[src/rtl/i2c_byte_core_if.sv]
// i2c_byte_core_if
//   Command handshake and open-drain pad signals between the upstream
//   accelerometer controller / pad environment and the I2C byte engine.
//   master : upstream side (drives commands, supplies the SDA pad level)
//   slave  : the byte engine (consumes commands, drives status and pad enables)
//   Signals:
//     data_valid, rw, slave_addr[6:0], reg_addr[7:0], reg_data[7:0] : command
//     core_busy, rd_data[7:0], rd_valid, ack_err                     : status
//     scl_oe, sda_oe (1 = pull low), sda_in (SDA pad level)          : bus
interface i2c_byte_core_if;
  logic       data_valid;
  logic       rw;
  logic [6:0] slave_addr;
  logic [7:0] reg_addr;
  logic [7:0] reg_data;
  logic       core_busy;
  logic [7:0] rd_data;
  logic       rd_valid;
  logic       ack_err;
  logic       scl_oe;
  logic       sda_oe;
  logic       sda_in;

  modport master (
    output data_valid, rw, slave_addr, reg_addr, reg_data, sda_in,
    input  core_busy, rd_data, rd_valid, ack_err, scl_oe, sda_oe
  );

  modport slave (
    input  data_valid, rw, slave_addr, reg_addr, reg_data, sda_in,
    output core_busy, rd_data, rd_valid, ack_err, scl_oe, sda_oe
  );
endinterface

[src/rtl/i2c_byte_core.sv]
// i2c_byte_core
//   Single-master I2C bit engine. One command per handshake: register write
//   (S, addr+W, reg, data, P) or single-byte register read
//   (S, addr+W, reg, Sr, addr+R, data, NACK, P). No clock stretching.
//   Each bit slot is four phases of QTR clocks; SCL is low in ph0/ph3 and
//   released in ph1/ph2. SDA is sampled on the last clock of ph1.
//   Ports:
//     clk  : system clock (posedge)
//     rst  : asynchronous active-low reset
//     bus  : i2c_byte_core_if.slave (command, status and pad signals)
module i2c_byte_core #(
  parameter int CLK_HZ = 50_000_000,
  parameter int I2C_HZ = 100_000
) (
  input  logic           clk,
  input  logic           rst,
  i2c_byte_core_if.slave bus
);

  localparam int QTR = CLK_HZ / (4 * I2C_HZ);
  localparam int CW  = (QTR > 1) ? $clog2(QTR) : 1;
  localparam logic [CW-1:0] CNT_LAST = CW'(QTR - 1);

  typedef enum logic [3:0] {
    IDLE   = 4'd0,
    START  = 4'd1,
    ADDR_W = 4'd2,
    REG    = 4'd3,
    DATA_W = 4'd4,
    RSTART = 4'd5,
    ADDR_R = 4'd6,
    DATA_R = 4'd7,
    STOP   = 4'd8,
    FREE   = 4'd9
  } state_t;

  state_t        state_r;
  logic [1:0]    ph_r;
  logic [CW-1:0] cnt_r;
  logic [3:0]    bit_r;      // 0..7 data bits, 8 = ACK slot
  logic [7:0]    tx_r;       // outgoing byte, MSB is the bit on the wire
  logic [7:0]    rx_r;
  logic          rw_r;
  logic [6:0]    sa_r;
  logic [7:0]    ra_r;
  logic [7:0]    wd_r;
  logic          nack_r;     // NACK seen in the current command
  logic          busy_r;
  logic [7:0]    rd_data_r;
  logic          rd_valid_r;
  logic          ack_err_r;
  logic          scl_oe_r;
  logic          sda_oe_r;

  logic          last_clk_s;
  logic          slot_end_s;
  logic          sample_s;
  logic          ack_slot_s;
  logic          is_tx_byte_s;
  logic          scl_pull_s;
  logic          sda_pull_s;

  // Phase timing strobes and slot classification
  always_comb begin
    last_clk_s   = (cnt_r == CNT_LAST);
    slot_end_s   = last_clk_s && (ph_r == 2'd3);
    sample_s     = last_clk_s && (ph_r == 2'd1);
    ack_slot_s   = (bit_r == 4'd8);
    is_tx_byte_s = (state_r == ADDR_W) || (state_r == REG) ||
                   (state_r == DATA_W) || (state_r == ADDR_R);
  end

  // Pad levels for the current slot/phase; registered one clock later
  always_comb begin
    scl_pull_s = 1'b0;
    sda_pull_s = 1'b0;
    case (state_r)
      START: begin
        scl_pull_s = (ph_r == 2'd3);
        sda_pull_s = ph_r[1];
      end
      ADDR_W, REG, DATA_W, ADDR_R: begin
        scl_pull_s = (ph_r == 2'd0) || (ph_r == 2'd3);
        sda_pull_s = !ack_slot_s && !tx_r[7];
      end
      DATA_R: begin
        // master releases SDA for data and for its final NACK
        scl_pull_s = (ph_r == 2'd0) || (ph_r == 2'd3);
        sda_pull_s = 1'b0;
      end
      RSTART: begin
        scl_pull_s = (ph_r == 2'd0) || (ph_r == 2'd3);
        sda_pull_s = ph_r[1];
      end
      STOP: begin
        scl_pull_s = (ph_r == 2'd0);
        sda_pull_s = !ph_r[1];
      end
      default: begin
        scl_pull_s = 1'b0;
        sda_pull_s = 1'b0;
      end
    endcase
  end

  // Command sequencer: phase timing, shifters, status and pad registers
  always_ff @(posedge clk or negedge rst) begin
    if (!rst) begin
      state_r    <= IDLE;
      ph_r       <= 2'd0;
      cnt_r      <= '0;
      bit_r      <= 4'd0;
      tx_r       <= 8'h00;
      rx_r       <= 8'h00;
      rw_r       <= 1'b0;
      sa_r       <= 7'h00;
      ra_r       <= 8'h00;
      wd_r       <= 8'h00;
      nack_r     <= 1'b0;
      busy_r     <= 1'b0;
      rd_data_r  <= 8'h00;
      rd_valid_r <= 1'b0;
      ack_err_r  <= 1'b0;
      scl_oe_r   <= 1'b0;
      sda_oe_r   <= 1'b0;
    end else begin
      rd_valid_r <= 1'b0;
      scl_oe_r   <= scl_pull_s;
      sda_oe_r   <= sda_pull_s;
      if (state_r == IDLE) begin
        ph_r  <= 2'd0;
        cnt_r <= '0;
        bit_r <= 4'd0;
        if (bus.data_valid) begin
          rw_r      <= bus.rw;
          sa_r      <= bus.slave_addr;
          ra_r      <= bus.reg_addr;
          wd_r      <= bus.reg_data;
          busy_r    <= 1'b1;
          ack_err_r <= 1'b0;
          nack_r    <= 1'b0;
          state_r   <= START;
        end
      end else begin
        if (last_clk_s) begin
          cnt_r <= '0;
          ph_r  <= ph_r + 2'd1;
        end else begin
          cnt_r <= cnt_r + CW'(1);
        end

        if (sample_s) begin
          if (is_tx_byte_s && ack_slot_s && bus.sda_in) begin
            nack_r    <= 1'b1;
            ack_err_r <= 1'b1;
          end
          if ((state_r == DATA_R) && !ack_slot_s) begin
            rx_r <= {rx_r[6:0], bus.sda_in};
          end
        end

        if (slot_end_s) begin
          case (state_r)
            START: begin
              state_r <= ADDR_W;
              tx_r    <= {sa_r, 1'b0};
              bit_r   <= 4'd0;
            end
            ADDR_W, REG, DATA_W, ADDR_R, DATA_R: begin
              if (!ack_slot_s) begin
                bit_r <= bit_r + 4'd1;
                tx_r  <= {tx_r[6:0], 1'b0};
              end else begin
                bit_r <= 4'd0;
                if (nack_r) begin
                  state_r <= STOP;
                end else begin
                  case (state_r)
                    ADDR_W: begin
                      state_r <= REG;
                      tx_r    <= ra_r;
                    end
                    REG: begin
                      if (rw_r) begin
                        state_r <= RSTART;
                      end else begin
                        state_r <= DATA_W;
                        tx_r    <= wd_r;
                      end
                    end
                    ADDR_R:  state_r <= DATA_R;
                    default: state_r <= STOP;
                  endcase
                end
              end
            end
            RSTART: begin
              state_r <= ADDR_R;
              tx_r    <= {sa_r, 1'b1};
              bit_r   <= 4'd0;
            end
            STOP: state_r <= FREE;
            FREE: begin
              state_r <= IDLE;
              busy_r  <= 1'b0;
              if (rw_r && !nack_r) begin
                rd_data_r  <= rx_r;
                rd_valid_r <= 1'b1;
              end
            end
            default: state_r <= IDLE;
          endcase
        end
      end
    end
  end

  assign bus.core_busy = busy_r;
  assign bus.rd_data   = rd_data_r;
  assign bus.rd_valid  = rd_valid_r;
  assign bus.ack_err   = ack_err_r;
  assign bus.scl_oe    = scl_oe_r;
  assign bus.sda_oe    = sda_oe_r;

endmodule
[src/flat_wrapper.sv]
// flat-port wrapper written by rule: the top's interface ports become plain ports
module i2c_byte_core_flat 
#(
  parameter int CLK_HZ = 50_000_000,
  parameter int I2C_HZ = 100_000
)
  (clk, rst, bus_data_valid, bus_rw, bus_slave_addr, bus_reg_addr, bus_reg_data, bus_sda_in, bus_core_busy, bus_rd_data, bus_rd_valid, bus_ack_err, bus_scl_oe, bus_sda_oe);
  i2c_byte_core_if bus_i ();
  input  logic clk;
  input  logic rst;
  input wire logic [$bits(bus_i.data_valid)-1:0] bus_data_valid;
  input wire logic [$bits(bus_i.rw)-1:0] bus_rw;
  input wire logic [$bits(bus_i.slave_addr)-1:0] bus_slave_addr;
  input wire logic [$bits(bus_i.reg_addr)-1:0] bus_reg_addr;
  input wire logic [$bits(bus_i.reg_data)-1:0] bus_reg_data;
  input wire logic [$bits(bus_i.sda_in)-1:0] bus_sda_in;
  output wire logic [$bits(bus_i.core_busy)-1:0] bus_core_busy;
  output wire logic [$bits(bus_i.rd_data)-1:0] bus_rd_data;
  output wire logic [$bits(bus_i.rd_valid)-1:0] bus_rd_valid;
  output wire logic [$bits(bus_i.ack_err)-1:0] bus_ack_err;
  output wire logic [$bits(bus_i.scl_oe)-1:0] bus_scl_oe;
  output wire logic [$bits(bus_i.sda_oe)-1:0] bus_sda_oe;
  assign bus_i.data_valid = bus_data_valid;
  assign bus_i.rw = bus_rw;
  assign bus_i.slave_addr = bus_slave_addr;
  assign bus_i.reg_addr = bus_reg_addr;
  assign bus_i.reg_data = bus_reg_data;
  assign bus_i.sda_in = bus_sda_in;
  assign bus_core_busy = bus_i.core_busy;
  assign bus_rd_data = bus_i.rd_data;
  assign bus_rd_valid = bus_i.rd_valid;
  assign bus_ack_err = bus_i.ack_err;
  assign bus_scl_oe = bus_i.scl_oe;
  assign bus_sda_oe = bus_i.sda_oe;
  i2c_byte_core #(.CLK_HZ(CLK_HZ), .I2C_HZ(I2C_HZ)) u_core (.clk(clk), .rst(rst), .bus(bus_i));
endmodule
[config.mk]
export PLATFORM = sky130hd
export DESIGN_NAME = i2c_byte_core_flat
export DESIGN_NICKNAME = d
export VERILOG_FILES = /design/src/rtl/i2c_byte_core_if.sv /design/src/rtl/i2c_byte_core.sv /design/src/flat_wrapper.sv
export SDC_FILE = /design/constraint.sdc
export NUM_CORES = 1
export LEC_CHECK = 0
export ABC_AREA = 1
export BUFFER_PORTS_ARGS = -buffer_cell sky130_fd_sc_hd__buf_2
export CAP_MARGIN = 20
export CORE_ASPECT_RATIO = 1.5
export CORE_MARGIN = 2
export CORE_UTILIZATION = 45
export CTS_CLUSTER_DIAMETER = 100
export DETAILED_ROUTE_END_ITERATION = 16
export GPL_TIMING_DRIVEN = 0
export PLACE_DENSITY = 0.7
export SLEW_MARGIN = 40
export SYNTH_ARGS = -nofsm -noshare
export SYNTH_HDL_FRONTEND = slang
export SYNTH_SLANG_ARGS = --single-unit
[constraint.sdc]
create_clock -name clk -period 2.1 [get_ports clk]
set_clock_uncertainty 0.1 [all_clocks]
set_input_delay 0.105 -clock clk [delete_from_list [all_inputs] [get_ports clk]]
set_output_delay 0.105 -clock clk [all_outputs]
set_load 0.02 [all_outputs]
==> results.yml, run 1 <==
layout:
  design.final.nets: 550
  synthToLayoutAreaGrowth_pct: 27.7
  antenna_cells: 0
  final_core_utilization: 0.594
  finalNonFillerCells: 622
  drive_gt1_frac: 0.206
setup_path:
  cp_data_required_time_ps: 2280
  rrSetupSlack_ps: 230
  crit_start: "u_core.bit_r[0]$_DFFE_PN0P_"
  timing.critical_path.fanout_max: 10
  rr_startpoint: "u_core.bit_r[0]$_DFFE_PN0P_"
  crit_end: "u_core.tx_r[4]$_DFFE_PN0P_"
  critical_path.reg2reg.endpoint: "u_core.tx_r[4]$_DFFE_PN0P_"
  cp_data_arrival_time_ps: 2050
  worstSetupStartpointType: "flop"
  timing.reg2reg.worst_path_depth: 10
  timing.setup.critical_path_class: "reg2reg"
  worstSetupEndpointType: "flop"
yosys:
  synth_edf_count: 0
  postSynthCellCount: 437
  async_reset_ff_frac: 1.00
  synth.largest_area_cell: "sky130_fd_sc_hd__dfrtp_1"
  ys_top_cells_by_area: "sky130_fd_sc_hd__dfrtp_1, sky130_fd_sc_hd__nand2_1, sky130_fd_sc_hd__nand3_1, sky130_fd_sc_hd__inv_1, sky130_fd_sc_hd__nor2_1"
  synth_sequential_area_ratio: 0.492
  synthFlopType: "sky130_fd_sc_hd__dfrtp_1"
  synth_fp_nets: 472
  yosys_warnings: 0
  ys_ff_latch: 70
  synth.distinct_cells: 32
  post_synth_most_frequent_cells: "sky130_fd_sc_hd__nand2_1, sky130_fd_sc_hd__dfrtp_1, sky130_fd_sc_hd__inv_1, sky130_fd_sc_hd__nand3_1, sky130_fd_sc_hd__nor2_1"
  summed_instance_area_of_the_synthesized_netlist_um2: 3560
  synthDominantCellAreaShare: 0.492
  synth.most_common_cell: "sky130_fd_sc_hd__nand2_1"
  synth.avg_cell_area_um2: 8.15
die:
  die_height_um: 113
  chipWidth_um: 76.6
  coreArea_um2: 7660
  fp.dieArea_um2: 8660
  io_pins: 41
  rows: 39
  start_util: 0.465
timing:
  timing.slew.headroom: 0.787
  rsz0062_at_grt: "no"
  report.final.slew_viol_count: 0
  finalCritPeriodShare: 0.890
  worst-slew-pin-transition_ps: 318
  final-hold-violation-count: 0
  achievable-frequency_mhz: 535
  setup_viol: 0
  final_critical_period_ps: 1870
  fin_tns_setup_ps: 0
clock_tree:
  worstSkewPairLatency_ps: 340
  clock-root-buffer: "sky130_fd_sc_hd__clkbuf_16"
  cts-hold-fix-buffers: 26
  cts-buffers-inserted: 9
  clock_sinks: 70
  path_clk_slew_ps: 60
  h-tree-depth: 3
  post-cts-setup-buffer-count: 0
  cts-root-to-sink-buffers: 2
  cts_repair_resize_count: 0
  cts_tree: "done"
status:
  status: "complete, no violations"
global_route:
  gr-total-overflow: 0
  first_global_vias: 3081
  wire_length_of_the_first_global_routing_pass_um: 13900
  antenna_found_initial: 0
  grt_max_degree: 40
  groute.usage.overall: 0.203
detailed_routing:
  viasPerCell: 4.90
  antenna_violating_nets_left: 0
  detailroute.via_count: 3049
  drcViolationCount: 0
  route.detailed.wl_per_inst_um: 12.9
  detail_route.iter0.violations: 261
  drt_wl_total_um: 8030
  firstDrtPassIters: 5
placed_design:
  gp_congestion: 0.928
  numPortBuffers: 40
  placed_cells: 580
  hpwlAfterDp_um: 5630
worst_hold_path:
  hold_class: "in2async"
job:
  cap_viol_max_count: 0
power:
  power_density_nw_per_um2: 1160
  power.static_leakage_uw: 0.00226
  ir_drop_uv: 788
routing by layer:
layer,GRT usage,routed length (um),up-vias
met1,0.248,3500,1442
met5,0,0,-
met3,0.0391,225,19
met2,0.336,4060,59
li1,-,-,1529
met4,0.116,240,0
worst min-delay path by stage:
| stage | start | slack, ps | end | cells after the start |
|---|---|---|---|---|
| floorplan | rst | -290 | u_core.bit_r[0]$_DFFE_PN0P_ | 0 |
| global placement | bus_slave_addr[1] | 210 | u_core.sa_r[1]$_DFFE_PN0P_ | 3 |
| detailed placement | rst | -100 | u_core.cnt_r[3]$_DFF_PN0_ | 1 |
| CTS | rst | 120 | u_core.cnt_r[3]$_DFF_PN0_ | 2 |
| global route | rst | 140 | u_core.state_r[2]$_DFFE_PN0P_ | 2 |
| finish | rst | 110 | u_core.ph_r[0]$_DFFE_PN0P_ | 2 |
cell families (layout without fill, tap and decap cells):
kind of cell    after synthesis  count (layout)  synth area share
compound gates               59              59            0.0984
xor+xnor                      3               3           0.00738
fa+ha+maj                     7               7            0.0246
buf+inv                      72             155            0.0885
flops                        70              70             0.492
simple gates                226             226             0.289
power breakdown:
part | switching (uW) | internal (uW) | leakage, uW | total, uW
Sequential | 155 | 1650 | 0.000918 | 1800
Combinational | 1050 | 549 | 0.00116 | 1600
Clock | 565 | 1310 | 0.000179 | 1870
Total | 1770 | 3510 | 0.00226 | 5280
flip-flops by register name, indices dropped and copies added, names as in the netlist, 2 cells and up:
signal              count
u_core.ra_r             8
u_core.sa_r             7
u_core.tx_r             8
u_core.bit_r            4
u_core.rx_r             8
u_core.wd_r             8
u_core.ph_r             2
u_core.bus.rd_data      8
u_core.cnt_r            7
u_core.state_r          4
layout make-up:
type                    count  area, um2
plain buffers              12       88.8
well taps                 102        128
inverters                  60        226
clock buffers              10        239
multi-input cells         295       1500
clock inverters             6        133
fillers                   663       3110
repair buffers             67        487
flip-flops and latches     70       1750
layout by cell type (no fill, tap or decap), types with 3 or more instances in the layout:
master,Yosys,layout
sky130_fd_sc_hd__nor2_2,4,4
sky130_fd_sc_hd__buf_4,4,4
sky130_fd_sc_hd__a21oi_1,12,12
sky130_fd_sc_hd__dlygate4sd3_1,0,26
sky130_fd_sc_hd__ha_1,7,7
sky130_fd_sc_hd__o21ai_2,8,8
sky130_fd_sc_hd__nand2_1,123,123
sky130_fd_sc_hd__inv_1,52,52
sky130_fd_sc_hd__nor3_1,3,3
sky130_fd_sc_hd__nand2_2,3,3
sky130_fd_sc_hd__buf_6,3,4
sky130_fd_sc_hd__nand3_1,39,39
sky130_fd_sc_hd__nor2_1,37,37
sky130_fd_sc_hd__inv_2,7,7
sky130_fd_sc_hd__clkbuf_16,0,9
sky130_fd_sc_hd__o21ai_0,27,27
sky130_fd_sc_hd__nor2_4,7,7
sky130_fd_sc_hd__bufinv_16,0,4
sky130_fd_sc_hd__buf_2,4,43
sky130_fd_sc_hd__o21ai_1,6,6
sky130_fd_sc_hd__dfrtp_1,70,70
stage by stage:
stage          area (um2)  power (uW)  hold WS [ps]  setup slack (ps)
3_3_place_gp         3890        3340           209               261
3_5_place_dp         3920        3380         -98.5               231
6_report             4550        5280           107               230
4_1_cts              4550        5300           116               222
5_1_grt              4550        5610           144              21.2
2_1_floorplan        3560        2980          -291               482
worst max-delay path, cell delays in order, from the launching register on:
cell,delay (ps)
sky130_fd_sc_hd__dfrtp_1,400
sky130_fd_sc_hd__inv_1,100
sky130_fd_sc_hd__ha_1,150
sky130_fd_sc_hd__nand2_1,50
sky130_fd_sc_hd__nor2_2,170
sky130_fd_sc_hd__buf_4,210
sky130_fd_sc_hd__buf_4,190
sky130_fd_sc_hd__nand3_1,130
sky130_fd_sc_hd__a21oi_1,140
sky130_fd_sc_hd__nand3_1,90
sky130_fd_sc_hd__nand2_1,80
No activity file was read; power rests on OpenSTA's default activity.
==> run 2: changes to the inputs <==
==> constraint.sdc (replaced) <==
create_clock -name clk -period 2.1 [get_ports clk]
set_clock_uncertainty 0.1 [all_clocks]
set_input_delay 0.21 -clock clk [delete_from_list [all_inputs] [get_ports clk]]
set_output_delay 0.21 -clock clk [all_outputs]
set_load 0.02 [all_outputs]
==> run 2 against run 1 <==
Worst hold slack got worse by 110 ps; highest routed layer unchanged; wire length decreased by 3.1%; critical path depth unchanged; largest power group unchanged; worst setup slack improved by 7.3 ps; critical endpoint is now u_core.tx_r[7]$_DFFE_PN0P_; design area decreased by 2.2%; largest cell class unchanged; cell count decreased by 1.6%.
==> results.yml, run 2 (synthesis results as in run 1) <==
placed_design:
  numPortBuffers: 40
  hpwlAfterDp_um: 5630
  gp_congestion: 0.928
  placed_cells: 580
die:
  chipWidth_um: 76.6
  fp.dieArea_um2: 8660
  start_util: 0.465
  rows: 39
  coreArea_um2: 7660
  io_pins: 41
  die_height_um: 113
timing:
  setup_viol: 0
  final_critical_period_ps: 1860
  timing.slew.headroom: 0.784
  fin_tns_setup_ps: 0
  worst-slew-pin-transition_ps: 323
  final-hold-violation-count: 0
  rsz0062_at_grt: "no"
  report.final.slew_viol_count: 0
  achievable-frequency_mhz: 537
  finalCritPeriodShare: 0.887
global_route:
  antenna_found_initial: 0
  first_global_vias: 2984
  wire_length_of_the_first_global_routing_pass_um: 13500
  grt_max_degree: 40
  groute.usage.overall: 0.198
  gr-total-overflow: 0
layout:
  final_common_cell: "sky130_fd_sc_hd__nand2_1"
  filler_cell_count: 681
  synthToLayoutAreaGrowth_pct: 24.9
  finalNonFillerCells: 612
  sequential_cell_area_um2: 1750
  antenna_cells: 0
  multiInputGateArea_um2: 1500
  drive_gt1_frac: 0.210
  design.final.nets: 540
  layout_common_cells: "sky130_fd_sc_hd__nand2_1, sky130_fd_sc_hd__dfrtp_1, sky130_fd_sc_hd__inv_1, sky130_fd_sc_hd__buf_2, sky130_fd_sc_hd__nand3_1"
setup_path:
  timing.critical_path.fanout_max: 10
  rrSetupSlack_ps: 240
  cp_slowest_cell: "sky130_fd_sc_hd__dfrtp_1"
  timing.reg2reg.worst_path_depth: 10
  timing.critical_path.max_delay_family: "buffers and inverters"
  timing.setup.critical_path_class: "reg2reg"
  cp_data_arrival_time_ps: 2040
  crit_path_max_incr_delay_ps: 400
  critical_path.reg2reg.endpoint: "u_core.tx_r[7]$_DFFE_PN0P_"
  crit_path_cell_trace: "inv_1 -> ha_1 -> nand2_1 -> nor2_2 -> buf_4 -> buf_4 -> nand3_1 -> a21oi_1 -> nand3_1 -> nand2_1"
  worstSetupStartpointType: "flop"
  rr_startpoint: "u_core.bit_r[0]$_DFFE_PN0P_"
  worstSetupEndpointType: "flop"
  critical_path.n_buffers_inverters: 3
  cp_data_required_time_ps: 2280
clock_tree:
  clock-root-buffer: "sky130_fd_sc_hd__clkbuf_16"
  clock_sinks: 70
  cts-root-to-sink-buffers: 2
  path_clk_slew_ps: 60
  cts_tree: "done"
  h-tree-depth: 3
  worstSkewPairLatency_ps: 340
  post-cts-setup-buffer-count: 0
  cts-buffers-inserted: 9
detailed_routing:
  antenna_violating_nets_left: 0
  firstDrtPassIters: 4
  drcViolationCount: 0
  detailroute.via_count: 2983
  route.detailed.wl_per_inst_um: 12.7
  viasPerCell: 4.87
  drt_wl_total_um: 7780
  detail_route.iter0.violations: 226
worst_hold_path:
  min-delay-start: "bus_slave_addr[0]"
  hold_class: "in2reg"
  whs_endpoint: "u_core.sa_r[0]$_DFFE_PN0P_"
  worstHoldPathCells: 3
power:
  power.static_leakage_uw: 0.00222
  ir_drop_uv: 781
  power_density_nw_per_um2: 1180
status:
  status: "complete, no violations"
job:
  cap_viol_max_count: 0
run 2: power by group:
part / internal, uW / total (uW) / switching, uW / leakage (uW)
Clock: 1310 / 1870 / 563 / 0.000179
Sequential: 1650 / 1800 / 152 / 0.000918
Combinational: 537 / 1580 / 1040 / 0.00112
Total: 3500 / 5250 / 1760 / 0.00222
run 2: cell type report:
class | instances | share of cell area
buffer | 12 | 0.0200
timing repair buffer | 57 | 0.0869
inverter | 60 | 0.0509
clock inverter | 6 | 0.0298
tap | 102 | 0.0287
multi-input combinational | 295 | 0.336
clock buffer | 10 | 0.0537
sequential | 70 | 0.394
run 2: metrics by stage:
step	hold WS, ps	area (um2)	setup WS (ps)	power [uW]	utilization
2_1_floorplan	-186	3560	482	2980	-
3_3_place_gp	314	3890	261	3340	0.508
3_5_place_dp	6.49	3920	231	3380	0.511
4_1_cts	2.52	4450	222	5290	0.581
5_1_grt	9.44	4450	21.2	5600	0.581
6_report	1.71	4450	237	5250	0.581
run 2: per-layer routing:
layer,GRT usage,up-vias,wire length (um)
li1,-,1511,-
met4,0.0958,0,170
met1,0.242,1408,3400
met5,0,-,0
met2,0.336,51,3970
met3,0.0383,13,231
run 2: timing repair:
action                                 CTS  global route
hold buffers                            16             0
resized for setup                        0             0
endpoints found under the hold margin   85             0
run 2: worst max-delay path by stage:
stage / from / end / slack [ps] / cells past startpoint
2_1_floorplan: u_core.cnt_r[0]$_DFF_PN0_ / u_core.tx_r[1]$_DFFE_PN0P_ / 480 / 9
3_3_place_gp: u_core.bit_r[0]$_DFFE_PN0P_ / u_core.tx_r[6]$_DFFE_PN0P_ / 260 / 10
3_5_place_dp: u_core.cnt_r[0]$_DFF_PN0_ / u_core.tx_r[0]$_DFFE_PN0P_ / 230 / 9
4_1_cts: u_core.bit_r[0]$_DFFE_PN0P_ / u_core.tx_r[6]$_DFFE_PN0P_ / 220 / 10
5_1_grt: u_core.bit_r[0]$_DFFE_PN0P_ / u_core.tx_r[4]$_DFFE_PN0P_ / 20 / 10
6_report: u_core.bit_r[0]$_DFFE_PN0P_ / u_core.tx_r[7]$_DFFE_PN0P_ / 240 / 10
run 2: worst register-to-register path: cells and delay by family (launching register included):
family	cells	cell delay, ps
AOI/OAI and AO/OA	1	160
DFF	1	400
and+or+nand+nor	5	490
adders and majority gates	1	150
buffers and inverters	3	490
==> run 3: changes to the inputs <==
Settings changed: ABC_AREA 1 to 0.
==> run 3 against run 2 <==
First-iteration DRC count is 41% lower; clock power shrank 42%; clock-buffer cell count unchanged; synthesized area fell by 5.5%; power decreased by 52%; flip-flop and latch count unchanged; synthesized cell count shrank 32%.
==> results.yml, run 3 <==
status:
  status: "complete, no violations"
yosys:
  synth.distinct_cells: 49
  yosys_warnings: 0
  summed_instance_area_of_the_synthesized_netlist_um2: 3370
  synth.most_common_cell: "sky130_fd_sc_hd__dfrtp_1"
  ys_top_cells_by_area: "sky130_fd_sc_hd__dfrtp_1, sky130_fd_sc_hd__mux2_2, sky130_fd_sc_hd__nor2_1, sky130_fd_sc_hd__mux2_4, sky130_fd_sc_hd__a21oi_1"
  synth_edf_count: 0
  synth_fp_nets: 333
  synth.avg_cell_area_um2: 11.3
  synthDominantCellAreaShare: 0.520
  async_reset_ff_frac: 1.00
  synth.largest_area_cell: "sky130_fd_sc_hd__dfrtp_1"
  synth_sequential_area_ratio: 0.520
  postSynthCellCount: 298
  post_synth_most_frequent_cells: "sky130_fd_sc_hd__dfrtp_1, sky130_fd_sc_hd__nor2_1, sky130_fd_sc_hd__mux2_2, sky130_fd_sc_hd__a21oi_1, sky130_fd_sc_hd__nand2_1"
  synthFlopType: "sky130_fd_sc_hd__dfrtp_1"
  ys_ff_latch: 70
clock_tree:
  cts_tree: "done"
  clock-root-buffer: "sky130_fd_sc_hd__clkbuf_8"
  cts-root-to-sink-buffers: 2
  clock_sinks: 70
  path_clk_slew_ps: 80
  worstSkewPairLatency_ps: 360
  cts-buffers-inserted: 9
  h-tree-depth: 3
detailed_routing:
  drcViolationCount: 0
  met2WireLength_um: 4030
  antenna_violating_nets_left: 0
  route.detailed.wl_per_inst_um: 15.2
  drt_wl_total_um: 7520
  top_layer_used: "met4"
  detailroute.wirelength.met3_um: 280
  firstDrtPassIters: 4
  detailroute.via_count: 2556
  detail_route.iter0.violations: 134
  viasPerCell: 5.17
  wl_met1_um: 3040
die:
  coreArea_um2: 7230
  die_height_um: 110
  chipWidth_um: 74.6
  io_pins: 41
  rows: 38
  fp.dieArea_um2: 8200
  start_util: 0.466
timing:
  fin_tns_setup_ps: 0
  minimum_hold_slack_ps: 4.80
  achievable-frequency_mhz: 486
  final-hold-violation-count: 0
  worst-slew-pin-transition_ps: 508
  timing.slew.headroom: 0.659
  final_critical_period_ps: 2060
  finalCritPeriodShare: 0.981
  setup_viol: 0
  layout_setup_ws_ps: 40.5
  report.final.slew_viol_count: 0
setup_path:
  critical_path.reg2reg.endpoint: "u_core.rx_r[0]$_DFFE_PN0P_"
  timing.setup.critical_path_class: "reg2reg"
  rrSetupSlack_ps: 40
  timing.reg2reg.worst_path_depth: 6
  worstSetupStartpointType: "flop"
  rr_startpoint: "u_core.bit_r[0]$_DFFE_PN0P_"
  cp_data_arrival_time_ps: 2200
  cp_data_required_time_ps: 2240
  timing.critical_path.fanout_max: 8
  worstSetupEndpointType: "flop"
global_route:
  wire_length_of_the_first_global_routing_pass_um: 12500
  groute.usage.overall: 0.204
  gr-total-overflow: 0
  first_global_vias: 2721
  grt_max_degree: 37
  antenna_found_initial: 0
layout:
  filler_cell_count: 610
  final_common_cell: "sky130_fd_sc_hd__dfrtp_1"
  antenna_cells: 0
  layout_common_cells: "sky130_fd_sc_hd__dfrtp_1, sky130_fd_sc_hd__buf_2, sky130_fd_sc_hd__mux2_2, sky130_fd_sc_hd__nor2_1, sky130_fd_sc_hd__dlygate4sd3_1"
  drive_gt1_frac: 0.378
  synthToLayoutAreaGrowth_pct: 30.1
  design.final.nets: 424
placed_design:
  place_worst_setup_slack_ps: -204
  numPortBuffers: 40
  hpwlAfterDp_um: 4820
  gp_congestion: 0.842
worst_hold_path:
  min-delay-start: "bus_reg_addr[0]"
  whs_endpoint: "u_core.ra_r[0]$_DFFE_PN0P_"
  worstHoldPathCells: 2
  hold_class: "in2reg"
job:
  cap_viol_max_count: 0
power:
  power_density_nw_per_um2: 579
  power.static_leakage_uw: 0.00206
  ir_drop_uv: 454
## run 3: layer usage
metal  vias up  track usage
met3        18       0.0422
met5         -            0
met4         0        0.111
met2        67        0.357
met1      1244        0.225
li1       1227            -
## run 3: cell families (layout without fill, tap and decap cells)
group	after synthesis	after routing	share of synthesized area
compound gates	52	52	0.102
xor+xnor	6	6	0.0156
fa+ha+maj	7	7	0.0260
buf+inv	26	122	0.0353
flops	70	70	0.520
mux	48	48	0.167
simple gates	89	89	0.134
## run 3: what timing repair did
item                                    CTS  global route
pin swaps                                 6             2
hold buffers                             24             0
gates cloned                              1             0
setup buffers                            13             5
resized for setup                        16            19
endpoints found under the setup margin   46            41
endpoints found under the hold margin    93             0
## run 3: final cells by class
| type | count | area [um2] | area share |
|---|---|---|---|
| Buffer | 14 | 83.8 | 0.0191 |
| Clock buffer | 10 | 128 | 0.0291 |
| Sequential cell | 70 | 1750 | 0.400 |
| Tap cell | 100 | 125 | 0.0286 |
| Inverter | 8 | 30.0 | 0.00686 |
| Multi-Input combinational cell | 202 | 1570 | 0.359 |
| Timing Repair Buffer | 84 | 617 | 0.141 |
| Clock inverter | 6 | 71.3 | 0.0163 |
## run 3: worst max-delay path by stage
| stage | to | startpoint | depth (start not counted) | slack (ps) |
|---|---|---|---|---|
| after floorplan | u_core.rx_r[0]$_DFFE_PN0P_ | u_core.bit_r[0]$_DFFE_PN0P_ | 7 | 20 |
| after CTS | u_core.tx_r[3]$_DFFE_PN0P_ | u_core.cnt_r[0]$_DFF_PN0_ | 9 | -50 |
| after global placement | u_core.ra_r[5]$_DFFE_PN0P_ | u_core.state_r[0]$_DFFE_PN0P_ | 6 | -200 |
| after global routing | u_core.rx_r[0]$_DFFE_PN0P_ | u_core.cnt_r[1]$_DFF_PN0_ | 8 | -20 |
| final | u_core.rx_r[0]$_DFFE_PN0P_ | u_core.bit_r[0]$_DFFE_PN0P_ | 6 | 40 |
| after detailed placement | u_core.rx_r[0]$_DFFE_PN0P_ | u_core.cnt_r[0]$_DFF_PN0_ | 8 | -200 |
## run 3: power breakdown
| part | internal, uW | switching [uW] |
|---|---|---|
| sequential | 1350 | 0.814 |
| combinational | 53.2 | 39.4 |
| clock | 556 | 538 |
## run 3: stage by stage
stage / area [um2] / total power (uW) / utilization / std cells
after global placement: 3690 / 1430 / 0.511 / 438
after global routing: 4380 / 2620 / 0.606 / 494
after detailed placement: 3720 / 1440 / 0.515 / 439
after CTS: 4310 / 2540 / 0.597 / 490
after floorplan: 3370 / 1380 / - / 298
final: 4380 / 2540 / 0.606 / 494
## run 3: worst max-delay path, cell delays in order, from the launching register on
cell and delay [ps]:
sky130_fd_sc_hd__dfrtp_1 370, sky130_fd_sc_hd__inv_1 70, sky130_fd_sc_hd__ha_1 180, sky130_fd_sc_hd__and3b_2 240, sky130_fd_sc_hd__or4_4 510, sky130_fd_sc_hd__buf_6 160
sky130_fd_sc_hd__mux2_4 300
